==> src/rtl/bus_demux_fifo_pkg.sv <==
// bus_demux_fifo_pkg: shared defaults and channel constants for the buffered 1-to-2 demux
package bus_demux_fifo_pkg;
  localparam int DEF_WIDTH = 4;
  localparam int DEF_DEPTH = 2;
  localparam int CNT_W = 8;
  localparam logic CH0 = 1'b0;
  localparam logic CH1 = 1'b1;
endpackage

==> src/rtl/bus_sync_fifo.sv <==
// bus_sync_fifo: single-clock FIFO with occupancy counter, guarded push/pop and registered head
module bus_sync_fifo
  import bus_demux_fifo_pkg::*;
#(
  parameter int WIDTH = DEF_WIDTH,
  parameter int DEPTH = DEF_DEPTH
) (
  input  logic             clk,
  input  logic             rst_n,
  input  logic             i_push,
  input  logic [WIDTH-1:0] i_data,
  input  logic             i_pop,
  output logic             o_full,
  output logic             o_empty,
  output logic [WIDTH-1:0] o_head
);
  localparam int AW = $clog2(DEPTH);
  localparam logic [AW:0] FULL = DEPTH[AW:0];
  logic [WIDTH-1:0] r_mem [DEPTH];
  logic [AW-1:0] r_wptr, r_rptr;
  logic [AW:0] r_occ;
  logic w_push, w_pop;
  assign o_full = r_occ == FULL;
  assign o_empty = r_occ == '0;
  assign w_push = i_push && !o_full;
  assign w_pop = i_pop && !o_empty;
  assign o_head = r_mem[r_rptr];
  always_ff @(posedge clk or negedge rst_n)
    if (!rst_n) begin
      r_wptr <= '0;
      r_rptr <= '0;
      r_occ <= '0;
    end else begin
      if (w_push) r_wptr <= r_wptr + 1'b1;
      if (w_pop) r_rptr <= r_rptr + 1'b1;
      r_occ <= r_occ + {{AW{1'b0}}, w_push} - {{AW{1'b0}}, w_pop};
    end
  // storage is deliberately left out of reset
  always_ff @(posedge clk)
    if (w_push) r_mem[r_wptr] <= i_data;
endmodule

==> src/rtl/bus_demux_fifo.sv <==
// bus_demux_fifo: steers each input word into one of two buffered channels with delivery counters
module bus_demux_fifo
  import bus_demux_fifo_pkg::*;
#(
  parameter int WIDTH = DEF_WIDTH,
  parameter int DEPTH = DEF_DEPTH
) (
  input  logic             clk,
  input  logic             rst_n,
  input  logic             in_valid,
  output logic             in_ready,
  input  logic             in_sel,
  input  logic [WIDTH-1:0] in_data,
  output logic             out0_valid,
  input  logic             out0_ready,
  output logic [WIDTH-1:0] out0_data,
  output logic [CNT_W-1:0] out0_count,
  output logic             out1_valid,
  input  logic             out1_ready,
  output logic [WIDTH-1:0] out1_data,
  output logic [CNT_W-1:0] out1_count
);
  logic w_full0, w_full1, w_empty0, w_empty1, w_push0, w_push1;
  logic [CNT_W-1:0] r_cnt0, r_cnt1;
  assign in_ready = in_sel ? !w_full1 : !w_full0;
  assign w_push0 = in_valid && in_ready && in_sel == CH0;
  assign w_push1 = in_valid && in_ready && in_sel == CH1;
  assign out0_valid = !w_empty0;
  assign out1_valid = !w_empty1;
  assign out0_count = r_cnt0;
  assign out1_count = r_cnt1;
  bus_sync_fifo #(.WIDTH(WIDTH), .DEPTH(DEPTH)) u_fifo0 (
    .clk(clk), .rst_n(rst_n), .i_push(w_push0), .i_data(in_data), .i_pop(out0_ready),
    .o_full(w_full0), .o_empty(w_empty0), .o_head(out0_data)
  );
  bus_sync_fifo #(.WIDTH(WIDTH), .DEPTH(DEPTH)) u_fifo1 (
    .clk(clk), .rst_n(rst_n), .i_push(w_push1), .i_data(in_data), .i_pop(out1_ready),
    .o_full(w_full1), .o_empty(w_empty1), .o_head(out1_data)
  );
  always_ff @(posedge clk or negedge rst_n)
    if (!rst_n) begin
      r_cnt0 <= '0;
      r_cnt1 <= '0;
    end else begin
      if (out0_valid && out0_ready) r_cnt0 <= r_cnt0 + 1'b1;
      if (out1_valid && out1_ready) r_cnt1 <= r_cnt1 + 1'b1;
    end
endmodule

==> config.mk <==
export PLATFORM = sky130hd
export DESIGN_NAME = bus_demux_fifo
export DESIGN_NICKNAME = d
export VERILOG_FILES = /design/src/rtl/bus_demux_fifo_pkg.sv /design/src/rtl/bus_sync_fifo.sv /design/src/rtl/bus_demux_fifo.sv
export SDC_FILE = /design/constraint.sdc
export NUM_CORES = 1
export LEC_CHECK = 0
export BUFFER_PORTS_ARGS = -buffer_cell sky130_fd_sc_hd__buf_2
export CAP_MARGIN = 0
export CORE_UTILIZATION = 53
export DETAILED_ROUTE_END_ITERATION = 8
export PLACE_DENSITY = 0.78
export REMOVE_ABC_BUFFERS = 1
export SETUP_SLACK_MARGIN = 0.1
export SLEW_MARGIN = 25
export SYNTH_ARGS = -nofsm -noshare
export SYNTH_HDL_FRONTEND = slang
export SYNTH_SLANG_ARGS = --single-unit
==> constraint.sdc <==
create_clock -name clk -period 2.7 [get_ports clk]
set_input_delay 0.135 -clock clk [delete_from_list [all_inputs] [get_ports clk]]
set_output_delay 0.135 -clock clk [all_outputs]
set_load 0.01 [all_outputs]
==> results.cfg <==
[clock_tree]
postCtsHoldBufs = 4
clk_latency_ns = 0.35
cts_root_buffer = clkbuf_4
numCtsBuffers = 5
clock-sinks = 40
post_cts_buffers = 0
cts_htree_levels = 2
path_clk_slew_ns = 0.12
cts_buffer_depth = 2
cts_resized = 0
cts_tree = yes

[cells_and_area]
antenna_cells = 0
syn_to_final_growth_pct = 20.7
layout-drive-gt1-share = 0.312
final_cell_mix = buf_2 (36), dfrtp_1 (24), xnor2_1 (16), edfxtp_1 (16), nand2_1 (11)
mostFrequentLayoutCell = buf_2
design_area_sq_um = 2040
n_fill_cell = 240
fin_nets = 186

[global_route]
antenna_found_initial = 0
grt_pass1_vias = 1099
grt_usage = 0.198
grt_pass1_wl_um = 4800
grt_overflow_total = 0
grt_max_degree = 25

[sta]
skew_ns = 0.0107
rsz0062_at_grt = false
fin_ws_ns = 0.599
fmax_mhz = 476
fin_crit_sh = 0.778
setup_viol = 0
relSlewSlack = 0.636
slew_violations = 0
hold_violations = 0
period_needed_ns = 2.10
tightest_slew_ns = 0.546
whs_ns = 0.0297
fin_setup_tns_ns = 0

[routing]
drtIter0Drc = 31
drt-met1-wl_um = 1220
drc = 0
dr_wl_met2_um = 1480
postRouteAntennaNets = 0
firstDrtPassIters = 4
drt-vias-per-instance = 5.00
vias = 1086
top_layer_used = met4
wl_met3_um = 117
route.detailed.wl_per_inst_um = 13.3
routed_wl_um = 2890

[pwr]
ir_worst_vdd_uv = 670
power.leakage_uw = 0.000916
pwr_density_cell_nw_per_um2 = 1050

[critical_path]
startpoint_type = register
critical_path_class = reg2reg
r2r_end = u_fifo0.r_occ[1]
crit_path_end_kind = register
r2r_setup_slack_ns = 0.60
r2r-start = u_fifo0.r_occ[1]
cp.required_ns = 2.94
ff2ff_path_depth = 5
worst_ep_arrival_time_ns = 2.34
cp_max_fo = 7

[synthesis]
netlist_area_sq_um = 1690
synth_top_area_share = 0.356
ys_top_cells_by_area = dfrtp_1 (36%), edfxtp_1 (28%), xnor2_1 (8.3%)
ys_warn_count = 0
synth_cells = 125
avgSynthCellArea_sq_um = 13.5
seq_area_frac_synth = 0.640
yosysTopAreaCell = dfrtp_1
ys_ff_latch = 40
synth_cell_type_count = 22

[floorplanning]
initial_core_util = 0.558
num_rows = 20
fp.coreArea_sq_um = 3030
die-area_sq_um = 3420
die_h_um = 58.5
die_w_um = 58.5
io_pins = 37

[min_path]
hold_depth = 1
whs_endpoint = u_fifo0.r_mem[0][3]
hold_class = in2reg
min_from = in_data[3]

[placed_design]
port_buffers = 36
hpwl_um = 2120
pre_cts_ws_ns = 0.646
place_area_sq_um = 1920
globalplace.congestion = 0.800

[outcome]
status = finished, final reports clean

[job]
max_cap_viol_count = 0
logic make-up (layout without fill, tap and decap cells):
family	count (synthesis)	after routing	synth area share
multiplexers	8	8	0.0533
buffers and inverters	4	52	0.00889
AND/OR/NAND/NOR	42	42	0.130
flip-flops	40	40	0.640
XOR/XNOR	24	24	0.124
adder cells (fa/ha/maj)	4	4	0.0296
AO/OA/AOI/OAI	3	3	0.0133
worst max-delay path, stage by stage (launching register included):
cell and delay, ns:
dfrtp_1 0.45, o21ai_2 0.34, inv_1 0.18, ha_1 0.35, or4b_1 0.53, xnor2_1 0.15
registers in the layout (all words and copies together) (netlist names):
| signal | cells |
|---|---|
| out0_count | 8 |
| out1_count | 8 |
| u_fifo0.r_mem | 8 |
| u_fifo1.r_mem | 8 |
| u_fifo0.r_occ | 2 |
| u_fifo1.r_occ | 2 |
| u_fifo0.r_rptr | 1 |
| u_fifo0.r_wptr | 1 |
| u_fifo1.r_rptr | 1 |
| u_fifo1.r_wptr | 1 |
cell type report:
class                           instances  area [sq um]  area share
Clock buffer                            5          37.5      0.0184
Timing Repair Buffer                   40           220       0.108
Inverter                                4          15.0     0.00736
Multi-Input combinational cell         81           593       0.291
Sequential cell                        40          1080       0.530
Clock inverter                          3          37.5      0.0184
Tap cell                               44          55.1      0.0270
report_power, final:
| part | leakage (uW) | internal [uW] | switching (uW) |
|---|---|---|---|
| Clock | 0.0000403 | 189 | 186 |
| Sequential | 0.000444 | 822 | 198 |
| Combinational | 0.000432 | 376 | 372 |
| Total | 0.000916 | 1390 | 757 |
Yosys cell counts:
cell	n
mux2_2	8
and2_1	2
ha_1	4
xnor2_1	16
dfrtp_1	24
inv_1	4
or4b_1	1
nor3b_1	1
edfxtp_1	16
nand4_1	6
or2b_1	1
o21ai_2	2
nand3_1	2
or2_2	2
nor2b_1	2
nor2_1	5
xor2_1	8
nand2_1	11
a21oi_1	1
nor3_1	6
and3_1	2
nand3b_1	1
routing by layer:
| layer | global-route usage | up-vias |
|---|---|---|
| met5 | 0 | - |
| met4 | 0.112 | 0 |
| met3 | 0.0462 | 8 |
| met2 | 0.325 | 31 |
| met1 | 0.241 | 517 |
| li1 | - | 530 |
stage by stage:
| stage | power, uW | instances | utilization |
|---|---|---|---|
| after floorplan | 1510 | 125 | - |
| after global placement | 1740 | 205 | 0.636 |
| after detailed placement | 1780 | 205 | 0.636 |
| after CTS | 2170 | 217 | 0.674 |
| after global routing | 2290 | 217 | 0.674 |
| final | 2140 | 217 | 0.674 |
worst max-delay path by stage:
stage               depth (start not counted)             start                to  slack [ns]
detailed placement                          5  u_fifo0.r_occ[1]  u_fifo0.r_occ[1]        0.65
CTS                                         5  u_fifo0.r_occ[1]  u_fifo0.r_occ[1]        0.59
floorplan                                   5  u_fifo0.r_occ[1]  u_fifo0.r_occ[1]        0.79
global placement                            5  u_fifo0.r_occ[1]  u_fifo0.r_occ[1]        0.72
global route                                5  u_fifo0.r_occ[1]  u_fifo0.r_occ[1]        0.43
finish                                      5  u_fifo0.r_occ[1]  u_fifo0.r_occ[1]        0.60
No activity file was read; power rests on OpenSTA's default activity.
